===== src/rtl/instr_encoder_writer.sv =====
// Packs decoded instruction fields into 32-bit MIPS words and streams them into
// instruction memory at consecutive word addresses. One word is written every two cycles.
module instr_encoder_writer #(
    parameter int          ADDR_W    = 8,
    parameter logic [31:0] BASE_ADDR = 32'h0
) (
    input  logic              clk_i,
    input  logic              rst_i,
    input  logic              start_i,
    input  logic [1:0]        kind_i,
    input  logic [4:0]        rs_i,
    input  logic [4:0]        rt_i,
    input  logic [4:0]        rd_i,
    input  logic [5:0]        funct_i,
    input  logic [15:0]       imm_i,
    input  logic              last_i,
    input  logic              in_valid_i,
    output logic              in_ready_o,
    output logic              imem_we_o,
    output logic [31:0]       imem_addr_o,
    output logic [31:0]       imem_data_o,
    output logic [ADDR_W:0]   count_o,
    output logic              busy_o,
    output logic              done_o,
    output logic              full_o
);

    typedef enum logic [1:0] {IDLE, LOAD, WRITE, DONE} state_e;

    localparam logic [ADDR_W-1:0] PTR_MAX = '1;

    state_e            state_q;
    logic [ADDR_W-1:0] ptr_q;
    logic [ADDR_W:0]   count_q;
    logic              last_q;
    logic [31:0]       addr_q;
    logic [31:0]       data_q;
    logic              we_q;
    logic              ready_q;
    logic              busy_q;
    logic              done_q;
    logic              full_q;
    logic [31:0]       enc_d;
    logic              ptr_at_max;

    always_comb begin
        enc_d = '0;
        unique case (kind_i)
            2'b00: enc_d = {6'b000000, rs_i, rt_i, rd_i, 5'b00000, funct_i};
            2'b01: enc_d = {6'b001000, rs_i, rt_i, imm_i};
            2'b10: enc_d = {6'b001010, rs_i, rt_i, imm_i};
            2'b11: enc_d = {6'b000100, rs_i, rt_i, imm_i};
        endcase
    end

    assign ptr_at_max = (ptr_q == PTR_MAX);

    // All outputs are registers so an async reset drops them (including the write strobe) at once.
    always_ff @(posedge clk_i or negedge rst_i) begin
        if (!rst_i) begin
            state_q <= IDLE;
            ptr_q   <= '0;
            count_q <= '0;
            last_q  <= 1'b0;
            addr_q  <= '0;
            data_q  <= '0;
            we_q    <= 1'b0;
            ready_q <= 1'b0;
            busy_q  <= 1'b0;
            done_q  <= 1'b0;
            full_q  <= 1'b0;
        end else begin
            unique case (state_q)
                IDLE, DONE: begin
                    if (start_i) begin
                        ptr_q   <= '0;
                        count_q <= '0;
                        done_q  <= 1'b0;
                        full_q  <= 1'b0;
                        ready_q <= 1'b1;
                        busy_q  <= 1'b1;
                        state_q <= LOAD;
                    end
                end
                LOAD: begin
                    if (in_valid_i) begin
                        data_q  <= enc_d;
                        last_q  <= last_i;
                        addr_q  <= BASE_ADDR + (32'(ptr_q) << 2);
                        we_q    <= 1'b1;
                        ready_q <= 1'b0;
                        state_q <= WRITE;
                    end
                end
                WRITE: begin
                    we_q    <= 1'b0;
                    ptr_q   <= ptr_q + 1'b1;
                    count_q <= count_q + (ADDR_W+1)'(1);
                    // Last slot just written: stop here rather than wrap onto slot 0.
                    if (last_q || ptr_at_max) begin
                        done_q  <= 1'b1;
                        full_q  <= ptr_at_max && !last_q;
                        busy_q  <= 1'b0;
                        state_q <= DONE;
                    end else begin
                        ready_q <= 1'b1;
                        state_q <= LOAD;
                    end
                end
            endcase
        end
    end

    assign in_ready_o  = ready_q;
    assign imem_we_o   = we_q;
    assign imem_addr_o = addr_q;
    assign imem_data_o = data_q;
    assign count_o     = count_q;
    assign busy_o      = busy_q;
    assign done_o      = done_q;
    assign full_o      = full_q;

endmodule


===== config.mk =====
export PLATFORM = sky130hd
export DESIGN_NAME = instr_encoder_writer
export DESIGN_NICKNAME = d
export VERILOG_FILES = /design/src/rtl/instr_encoder_writer.sv
export SDC_FILE = /design/constraint.sdc
export NUM_CORES = 1
export LEC_CHECK = 0
export BUFFER_PORTS_ARGS = -buffer_cell sky130_fd_sc_hd__buf_2
export CORE_ASPECT_RATIO = 0.6
export CORE_UTILIZATION = 30
export DETAILED_ROUTE_END_ITERATION = 16
export PLACE_DENSITY = 0.61
export SETUP_SLACK_MARGIN = 0.2
export SLEW_MARGIN = 30
export SYNTH_ARGS = -nofsm -noshare
export SYNTH_HDL_FRONTEND = slang
export SYNTH_SLANG_ARGS = --single-unit

===== constraint.sdc =====
create_clock -name clk_i -period 2.05 [get_ports clk_i]
set_input_delay 0.205 -clock clk_i [delete_from_list [all_inputs] [get_ports clk_i]]
set_output_delay 0.205 -clock clk_i [all_outputs]
set_load 0.005 [all_outputs]

Yosys cells after proc, flatten, opt, wreduce, memory -nomap -nowiden
Index checks and enable logic that the tools add are counted.
{"block": "totals", "wordCells": 60, "register_bits": 65, "output_inout_bits": 78, "in_bits": 44}
{"block": "op_classes", "n_reduce_logical": 14, "eq_ne": 11, "muxes": 22, "add_sub_neg": 2}
{"op": "one-hot mux 32 bit (4 select lines)", "n": 1}
{"op": "one-hot mux 9 bit (2 select lines)", "n": 1}
{"op": "one-hot mux 8 bit (2 select lines)", "n": 1}
{"op": "adder 9 x 1 -> 9 bit (second input constant)", "n": 1}
{"op": "2-to-1 mux 9 bit", "n": 1}
{"op": "adder 8 x 1 -> 8 bit (second input constant)", "n": 1}
{"op": "equality test 2 bit (second input constant)", "n": 4}
{"op": "equality test 8 bit (second input constant)", "n": 1}
{"op": "2-to-1 mux 1 bit", "n": 8}
{"op": "2-to-1 mux 8 bit", "n": 1}
{"op": "!= test 2 bit (second input constant)", "n": 4}
{"op": "one-hot mux 1 bit (2 select lines)", "n": 4}
{"op": "AND reduction 2 bit", "n": 4}
{"op": "2-to-1 mux 2 bit", "n": 3}
{"op": "one-hot mux 2 bit (3 select lines)", "n": 1}
{"op": "AND reduction 3 bit", "n": 2}
{"op": "equality test 2 x 1 -> 1 bit (second input constant)", "n": 2}
{"op": "zero test 2 bit", "n": 2}
{"op": "nonzero test 2 bit", "n": 2}
{"op": "one-hot mux 1 bit (3 select lines)", "n": 1}
{"op": "OR reduction 2 bit", "n": 1}
{"op": "logical AND 1 bit", "n": 1}
{"op": "zero test 1 bit", "n": 1}
{"op": "logical OR 1 bit", "n": 1}

Longest topological paths before layout
Gate-level depths: netlist of the first run.
{"block": "depth", "depth_word": 4, "ltp_mapped": 8, "ltp_nobuf": 6}

Worst setup path after synthesis of the first run
No wires, ideal clock.
{"block": "synth_timing", "path_type": "reg2reg", "startpoint": "reg state_q[1]", "endpoint": "reg count_q[7], in the netlist count_o[7]", "t_arrival_ps": 1479, "synth_period_minus_slack_ps": 1602, "setup_slack_ps": 448, "path_stages_with_launch": 8, "n_path_buf": 2, "required_time_ps": 1927, "setup_time_ps": 123, "path_cell_list": "dfrtp_1 ha_1 buf_6 mux2i_4 buf_6 nor2_1 mux2i_1 o21ai_1"}
{"block": "synth_via", "elab_chain_cells": 4, "elab_cells_between_ends": 8, "cone_classes": "3 x eq/ne; 1 x mux; 4 x reduce/logical"}
{"item": "start, declared", "line": "32", "rtl": "state_e state_q;"}
{"item": "start signal, assigned", "line": "61", "rtl": "state_q <= IDLE;"}
{"item": "start signal, assigned", "line": "82", "rtl": "state_q <= LOAD;"}
{"item": "start signal, assigned", "line": "92", "rtl": "state_q <= WRITE;"}
{"item": "equality test 2 bit / zero test 2 bit (equally long branches)", "line": "73", "rtl": "unique case (state_q)"}
{"item": "OR reduction 2 bit", "line": "73"}
{"item": "!= test 2 bit (no line) / nonzero test 2 bit (equally long branches)"}
{"item": "AND reduction 2 bit (no line)"}
{"item": "end signal, assigned", "line": "98", "rtl": "count_q <= count_q + (ADDR_W+1)'(1);"}
{"item": "end, declared", "line": "34", "rtl": "logic [ADDR_W:0] count_q;"}
Parallel ways exist; a longest one is shown, timed or not.
A chain may end at the register's enable or synchronous reset.

Worst setup path after layout of the first run
{"block": "layout_timing", "startpoint": "reg state_q[1]", "endpoint": "reg ptr_q[7]"}
{"block": "layout_via", "elab_chain_cells": 4, "elab_cells_between_ends": 8, "cone_classes": "3 x eq/ne; 1 x mux; 4 x reduce/logical"}
{"item": "equality test 2 bit / zero test 2 bit (equally long branches)", "line": "73"}
{"item": "OR reduction 2 bit", "line": "73"}
{"item": "!= test 2 bit (no line) / nonzero test 2 bit (equally long branches)"}
{"item": "AND reduction 2 bit (no line)"}
{"item": "end signal, assigned", "line": "97", "rtl": "ptr_q <= ptr_q + 1'b1;"}
{"item": "end, declared", "line": "33", "rtl": "logic [ADDR_W-1:0] ptr_q;"}
Parallel ways exist; a longest one is shown, timed or not.

==> implementation parameters, run 1 <==
Parameter                              Value

Logic synthesis
  Synthesized area    around 3100 um2
  Number of register bits inferred by synthesis    slightly above 60
  Number of instances in the synthesized netlist    ~300
  Number of distinct library cells after synthesis    37
  Average cell area after synthesis    10.5 um2
  Number of warnings printed during yosys synthesis    0
  Synth area leader    dfrtp_1
  Share of the synthesized area in the top cell type    0.495
  Proportion of synthesized chip area in sequential cells    0.495
  Leading post-synthesis cells by cell area    dfrtp_1, mux2_2, buf_4, o21ai_0, nand2_1

Route
  Routed Wire Length    just over 7000 um
  DRC viols    0
  Routed length per placed instance    13.5 um
  Vias/cell    roughly 4.5
  Detailed Route Iter0 Violations    122
  Number of iterations in the first detailed-routing pass    5
  Via count of the routed design    2,399
  Post-route ant nets    0

Layout
  Highest-count cells in the layout ignoring fill and taps    buf_2, dfrtp_1, nand2_1
  Post-route cell area    between 3000 and 4000 um2
  Ant. Diodes    0
  P&R area growth vs syn    25.0%
  Finished Core Util    0.391
  Filler cells    approximately 1,100
  Count of nets after finishing    450
  Fraction of final layout cells with drive strength greater than 1    0.353
  Leading cell type in the layout, fill and taps excluded    buf_2

STA
  Final worst-path cycle share    0.825
  Setup TNS    0 ns
  Worst Skew    about 0.0043 ns
  Unrepaired setup endpoints after global routing    no
  Measured slew at the worst slew-check pin    between 0.6 and 0.7 ns
  Worst slew margin relative to its limit    0.556
  Final worst setup slack    0.360 ns
  Total of endpoints with negative setup slack in the final report    0
  Final count of pins violating max slew    0
  Achievable Freq    between 0.5 and 0.6 GHz
  Hold Vio Cnt, Final    0
  Clock period minus worst slack    between 1.5 and 2 ns

GRT
  GRT Util Overall    0.137
  Number of antenna violations at the first check in global routing    0
  Total congestion overflow    0
  Wire length of the first global-routing pass    ~11,000 um
  Vias in the first global route    between 2,000 and 2,500
  Maximum number of pins on one net before global-route repair    57

Clocking
  Buffer cell driving the clock tree root    clkbuf_16
  Total CTS buffers    9
  Clk sinks    between 60 and 70
  Maximum buffer depth of the clock tree    2
  TritonCTS clock tree    built
  Clk pin slew, worst setup/hold paths    about 0.050 ns
  Clk Latency, worst-skew pair    around 0.33 ns
  H-tree levels    3

Die
  Initial core utilization    0.313
  Site row count    28
  Overall die area    about 11,000 um2
  Area inside the core boundary    around 10,000 um2
  Vertical extent of the die    roughly 81 um
  I/O Pins    approximately 120
  Die Span X    roughly 130 um

Placement
  Count of port buffers added during placement    between 90 and 100
  Half-perimeter wire length of the detailed placement result    5290 um
  Total cell area at the placement stage    ~3600 um2
  Dpl ws    0.106 ns
  Global placer's final weighted congestion    approximately 0.76

Critical path
  End of the worst register-to-register path    ptr_q[7]$_DFFE_PN0P_
  Highest net fanout along the worst path    11
  Critical R2R Launch    state_q[1]$_DFFE_PN0P_
  Category of the worst setup path capture point    flip-flop
  Length in cells of the worst reg-to-reg path    6
  Critical path origin    state_q[1]$_DFFE_PN0P_
  Arrival time at the worst endpoint    ~1.9 ns
  Nature of the critical path startpoint    flip-flop
  Destination of the critical timing path    ptr_q[7]$_DFFE_PN0P_
  Register-to-register setup slack    0.36 ns
  Crit path required time    around 2.2 ns
  WS Path Type    reg -> reg

Outcome
  Status    finished, final reports clean

Power
  IR Drop Worst-Case VDD    between 500 and 600 uV
  Power density of the placed cells    approximately 1200 nW/um2
  Static power due to leakage    around 2.0 nW

Worst hold path
  Hold path startpoint    rt_i[0]
  Type of the tightest min-delay check    in -> reg

Run
  Max-cap violation count    0
-- per-layer routing --
metal / vias up / share of wire / wire length, um / track usage
met4: 0 / 0.0094 / 68 / 0.0371
li1: 1181 / - / - / -
met5: - / 0 / 0 / 0
met2: 75 / 0.41 / 2990 / 0.192
met3: 8 / 0.066 / 472 / 0.0556
met1: 1135 / 0.51 / 3680 / 0.192
-- logic make-up after synthesis --
family,share of synthesized area
mux,0.111
compound gates,0.136
other cells,0.00120
fa+ha+maj,0.0399
simple gates,0.107
flops,0.495
buf+inv,0.110
-- stage by stage --
stage	cells	hold WS, ns	power (mW)
2_1_floorplan	324	-0.0906	2.85
3_3_place_gp	518	0.196	3.36
3_5_place_dp	518	0.192	3.42
4_1_cts	534	0.0978	4.82
5_1_grt	534	0.103	5.14
6_report	534	0.110	4.77
-- flip-flops by register name, summed over array words and instances, names as in the netlist --
name	count
in_ready_o	1
ptr_q	8
last_q	1
busy_o	1
count_o	9
imem_data_o	29
full_o	1
imem_we_o	1
state_q	2
done_o	1
imem_addr_o	8
-- cell usage after synthesis, drive strengths merged --
library cell and number:
a21boi 1, a21oi 2, a221o 1, a22o 4, a22oi 11, a31oi 1, a32o 2, a41oi 1
and3 3, and4 1, buf 37, clkbuf 5, conb 1, dfrtp 62, ha 10, inv 9
mux2 21, mux2i 10, nand2 45, nand2b 2, nand3 9, nand4 2, nor2 9, nor2b 2
nor3 3, nor4 1, o21ai 38, o21ba 1, o22ai 1, o311ai 1, o31a 1, o41ai 1
-- worst max-delay path, cell delays in order (launching register included) --
cell     delay, ns
dfrtp_1       0.43
ha_4          0.35
mux2i_4       0.26
buf_4         0.21
nor2_1        0.06
mux2i_1       0.15
o21ai_0       0.09
-- power breakdown --
| part | internal [mW] | switching (mW) | total [mW] |
|---|---|---|---|
| Sequential | 1.60 | 0.223 | 1.82 |
| Clock | 0.832 | 0.500 | 1.33 |
| Combinational | 0.781 | 0.834 | 1.62 |
| Total | 3.21 | 1.56 | 4.77 |
-- cell type report --
cell class / count / area (um2) / share of cell area
flip-flops and latches: 62 / 1550 / 0.396
multi-input cells: 211 / 1360 / 0.346
repair buffers: 103 / 553 / 0.141
clock buffers: 12 / 246 / 0.0629
well taps: 135 / 169 / 0.0431
inverters: 9 / 33.8 / 0.00862
clock inverters: 2 / 10.0 / 0.00255
-- worst min-delay path by stage --
stage,to,slack (ns),cells after the start
6_report,imem_data_o[16]$_DFFE_PN0P_,0.11,2
5_1_grt,imem_data_o[16]$_DFFE_PN0P_,0.10,2
4_1_cts,imem_data_o[16]$_DFFE_PN0P_,0.1,2
3_5_place_dp,count_o[7]$_DFFE_PN0P_,0.19,1
3_3_place_gp,count_o[7]$_DFFE_PN0P_,0.20,1
2_1_floorplan,busy_o$_DFFE_PN0P_,-0.09,0
-- timing repair --
action / 4_1_cts / 5_1_grt
endpoints found under the hold margin: 18 / 0
gates cloned: 0 / 0
endpoints found under the setup margin: 6 / 1
resized for setup: 1 / 1
buffers inserted: 1 / 0
hold buffers: 1 / 0
Note: power is estimated with default switching activity, not from simulation.
==> inputs of run 2 (changes only) <==
- ABC_AREA: not set -> 1
- PLACE_DENSITY: 0.61 -> 0.6
- clock period: 2.05 -> 1.74 ns (I/O delays scaled with it)
==> run 2 against run 1 <==
  * Sequential power increased by 20%
  * Utilization up 1.5 points
  * Synthesized cell count is 32% higher
  * Routed wire length increased by 8.1%
  * Critical path depth up 2
  * Largest cell class unchanged
  * Setup slack got worse by 0.087 ns
  * Final cell count up 18%
==> implementation parameters, run 2 <==
Parameter                              Value

Outcome
  Status    finished, final reports clean

Clocking
  Maximum buffer depth of the clock tree    2 (unchanged)
  Total CTS buffers    9 (unchanged)
  TritonCTS clock tree    built
  Clk pin slew, worst setup/hold paths    0.05 ns (about the same)
  Clk sinks    62 (unchanged)
  Clk Latency, worst-skew pair    0.33 ns (about the same)
  Buffer cell driving the clock tree root    clkbuf_16
  H-tree levels    3 (unchanged)

Run
  Max-cap violation count    0 (unchanged)

Placement
  Count of port buffers added during placement    94 (unchanged)
  Half-perimeter wire length of the detailed placement result    5610 um (+6.0%)
  Cell count after placement    611 (+18%)
  Global placer's final weighted congestion    0.789 (+3.5%)

Layout
  Footprint of the multi-input gates    1390 um2 (+2.1%)
  Highest-count cells in the layout ignoring fill and taps    nand2_1, buf_2, dfrtp_1
  Sequential standard cell area    1550 um2 (unchanged)
  Largest register FFs    29 (unchanged)
  Ant. Diodes    0 (unchanged)
  Fraction of final layout cells with drive strength greater than 1    0.286 (-0.0677)
  P&R area growth vs syn    28.3%
  Leading cell type in the layout, fill and taps excluded    nand2_1
  Count of nets after finishing    546 (+21%)
  Filler cells    1,069 (+1.7%)
  Final cell count without fillers    632 (+18%)

GRT
  Total congestion overflow    0 (unchanged)
  Number of antenna violations at the first check in global routing    0 (unchanged)
  Maximum number of pins on one net before global-route repair    63 (+11%)
  GRT Util Overall    0.148 (+0.0108)
  Vias in the first global route    2,407 (+10%)
  Wire length of the first global-routing pass    12,200 um (+8.3%)

Die
  Die Span X    136 um (+1.2%)
  Site row count    28 (unchanged)
  I/O Pins    122 (unchanged)
  Vertical extent of the die    82.1 um (+1.1%)
  Area inside the core boundary    10,100 um2 (+1.0%)
  Overall die area    11,100 um2 (+2.3%)
  Initial core utilization    0.317 (+0.00404)

STA
  Clock period minus worst slack    1.47 ns (-0.223 ns)
  Unrepaired setup endpoints after global routing    yes
  Worst slew margin relative to its limit    0.626 (+0.0701)
  Measured slew at the worst slew-check pin    0.560 ns (-0.106 ns)
  Final count of pins violating max slew    0 (unchanged)
  Setup TNS    0 ns (unchanged)
  Worst Skew    0.00453 ns (+0.000212 ns)
  Total of endpoints with negative setup slack in the final report    0 (unchanged)
  Achievable Freq    0.682 GHz (+15%)
  Final worst-path cycle share    0.843 (+0.0186)
  Hold Vio Cnt, Final    0 (unchanged)

Logic synthesis
  Most frequent cell after synthesis    nand2_1
  Proportion of synthesized chip area in sequential cells    0.483 (-0.0114)
  Number of warnings printed during yosys synthesis    0 (unchanged)
  Number of instances in the synthesized netlist    392 (+32%)
  Synth area leader    dfrtp_1
  Share of the synthesized area in the top cell type    0.483 (-0.0114)
  XOR/XNOR share of the synthesized area    0 (unchanged)
  Primary FF master, synth    dfrtp_1
  Share of synthesized cell area in and, or, nand and nor gates    0.261 (+0.154)
  Area share of fa/ha/maj cells after synthesis    0.0390 (-0.000917)
  Dominant combinational cell family by area after synthesis    simple AND/OR/NAND/NOR gates
  Share of flip-flops with an asynchronous set or reset after synthesis    1.00 (unchanged)
  Leading post-synthesis cells by cell area    dfrtp_1, nand2_1, buf_4, a21oi_1, nand3_1
  Average cell area after synthesis    8.19 um2 (-22%)
  Number of distinct library cells after synthesis    24 (-35%)
  Proportion of synthesized area in mux cells    0 (-0.111)
  Top cell types by occurrence after synthesis    nand2_1, dfrtp_1, inv_1
  Synthesized-area fraction occupied by ao, oa, aoi and oai cells    0.0861 (-0.0503)
  Number of register bits inferred by synthesis    62 (unchanged)
  Number of enable-type register cells in the synthesized netlist    0 (unchanged)
  Synthesized area    3210 um2 (+2.4%)

Route
  Via count of the routed design    2,699 (+13%)
  Routed length per placed instance    12.3 um (-8.6%)
  DRC viols    0 (unchanged)
  Detailed Route Iter0 Violations    168 (+38%)
  Routed Wire Length    7790 um (+8.1%)
  Number of iterations in the first detailed-routing pass    4 (-1)
  Post-route ant nets    0 (unchanged)
  Vias/cell    4.27 (-4.9%)

Power
  Part of the total power dissipated in combinational logic    0.363 (+0.024)
  Clk network pwr share    0.287 (+0.008)
  Tot Pwr    6.26 mW (+31%)
  Net Sw Power    2.22 mW (+43%)
  Static power due to leakage    2.27 nW (+13%)
  Power density of the placed cells    1520 nW/um2 (+25%)
  Internal power summed over all cells    4.04 mW (+26%)
  Part of the total power dissipated in sequential elements    0.350 (-0.032)
  IR Drop Worst-Case VDD    770 uV (+53%)
  Switching Fraction    0.355 (+0.0286)

Critical path
  Highest net fanout along the worst path    6 (-5)
  Category of the worst setup path capture point    flip-flop
  Arrival time at the worst endpoint    1.68 ns (-0.20 ns)
  Nature of the critical path startpoint    flip-flop
  Crit path required time    1.95 ns (-0.29 ns)
  WS Path Type    reg -> reg
  Register-to-register setup slack    0.27 ns (-0.09 ns)

Worst hold path
  Type of the tightest min-delay check    in -> reg
-- run 2: worst paths after layout --
check                                        from  cells past startpoint                           to
setup / recovery           state_q[0]$_DFFE_PN0P_                      8         ptr_q[2]$_DFFE_PN0P_
hold / removal                            rs_i[0]                      3  imem_data_o[21]$_DFFE_PN0P_
setup reg to reg           state_q[0]$_DFFE_PN0P_                      8         ptr_q[2]$_DFFE_PN0P_
hold reg to reg            in_ready_o$_DFFE_PN0P_                      2       in_ready_o$_DFFE_PN0P_
max in group asynchronous                   rst_i                      3       count_o[5]$_DFFE_PN0P_
min in group asynchronous                   rst_i                      3        imem_we_o$_DFFE_PN0P_
-- run 2: final cells by class --
cell class / instances / share of cell area
clock inverters: 3 / 0.0103
multi-input cells: 281 / 0.336
repair buffers: 103 / 0.140
flip-flops and latches: 62 / 0.377
clock buffers: 13 / 0.0632
well taps: 135 / 0.0410
inverters: 35 / 0.0319
-- run 2: per-layer routing --
metal	vias to the layer above	wire length, um	GRT usage
met5	-	0	0
li1	1383	-	-
met2	96	3110	0.202
met1	1214	4010	0.209
met3	6	618	0.0586
met4	0	51	0.0472
-- run 2: power by group through the flow --
stage          registers (mW)  clock network, mW  logic [mW]
2_1_floorplan            2.21                  0        1.35
3_3_place_gp             2.19                  0        2.07
3_5_place_dp             2.19                  0        2.12
4_1_cts                  2.19               1.85        2.15
5_1_grt                  2.25               1.92        2.59
6_report                 2.19               1.80        2.27
-- run 2: what timing repair did --
item,in CTS,in global routing
buffers inserted,0,3
hold buffers,1,0
endpoints found under the hold margin,62,0
gates resized for setup,2,4
pin swaps,0,1
cloned,0,1
endpoints found under the setup margin,11,13
-- run 2: stage by stage --
stage	util	hold WS (ns)	setup WS, ns	instance area (um2)
2_1_floorplan	-	-0.122	0.313	3310
3_3_place_gp	0.369	0.210	0.221	3740
3_5_place_dp	0.369	0.215	0.149	3740
4_1_cts	0.401	0.0276	0.234	4060
5_1_grt	0.407	0.0294	0.191	4120
6_report	0.407	0.0405	0.273	4120
-- run 2: cells by family after synthesis --
family | Yosys count
flip-flops | 62
AO/OA/AOI/OAI | 49
adder cells (fa/ha/maj) | 10
buffers and inverters | 76
other | 1
AND/OR/NAND/NOR | 194
-- run 2: critical path: stages, from the launching register on --
cell,delay [ns]
dfrtp_1,0.38
inv_1,0.09
ha_4,0.31
inv_2,0.05
nand2_4,0.10
nand2_4,0.10
buf_4,0.15
a21oi_1,0.11
nor2_1,0.06
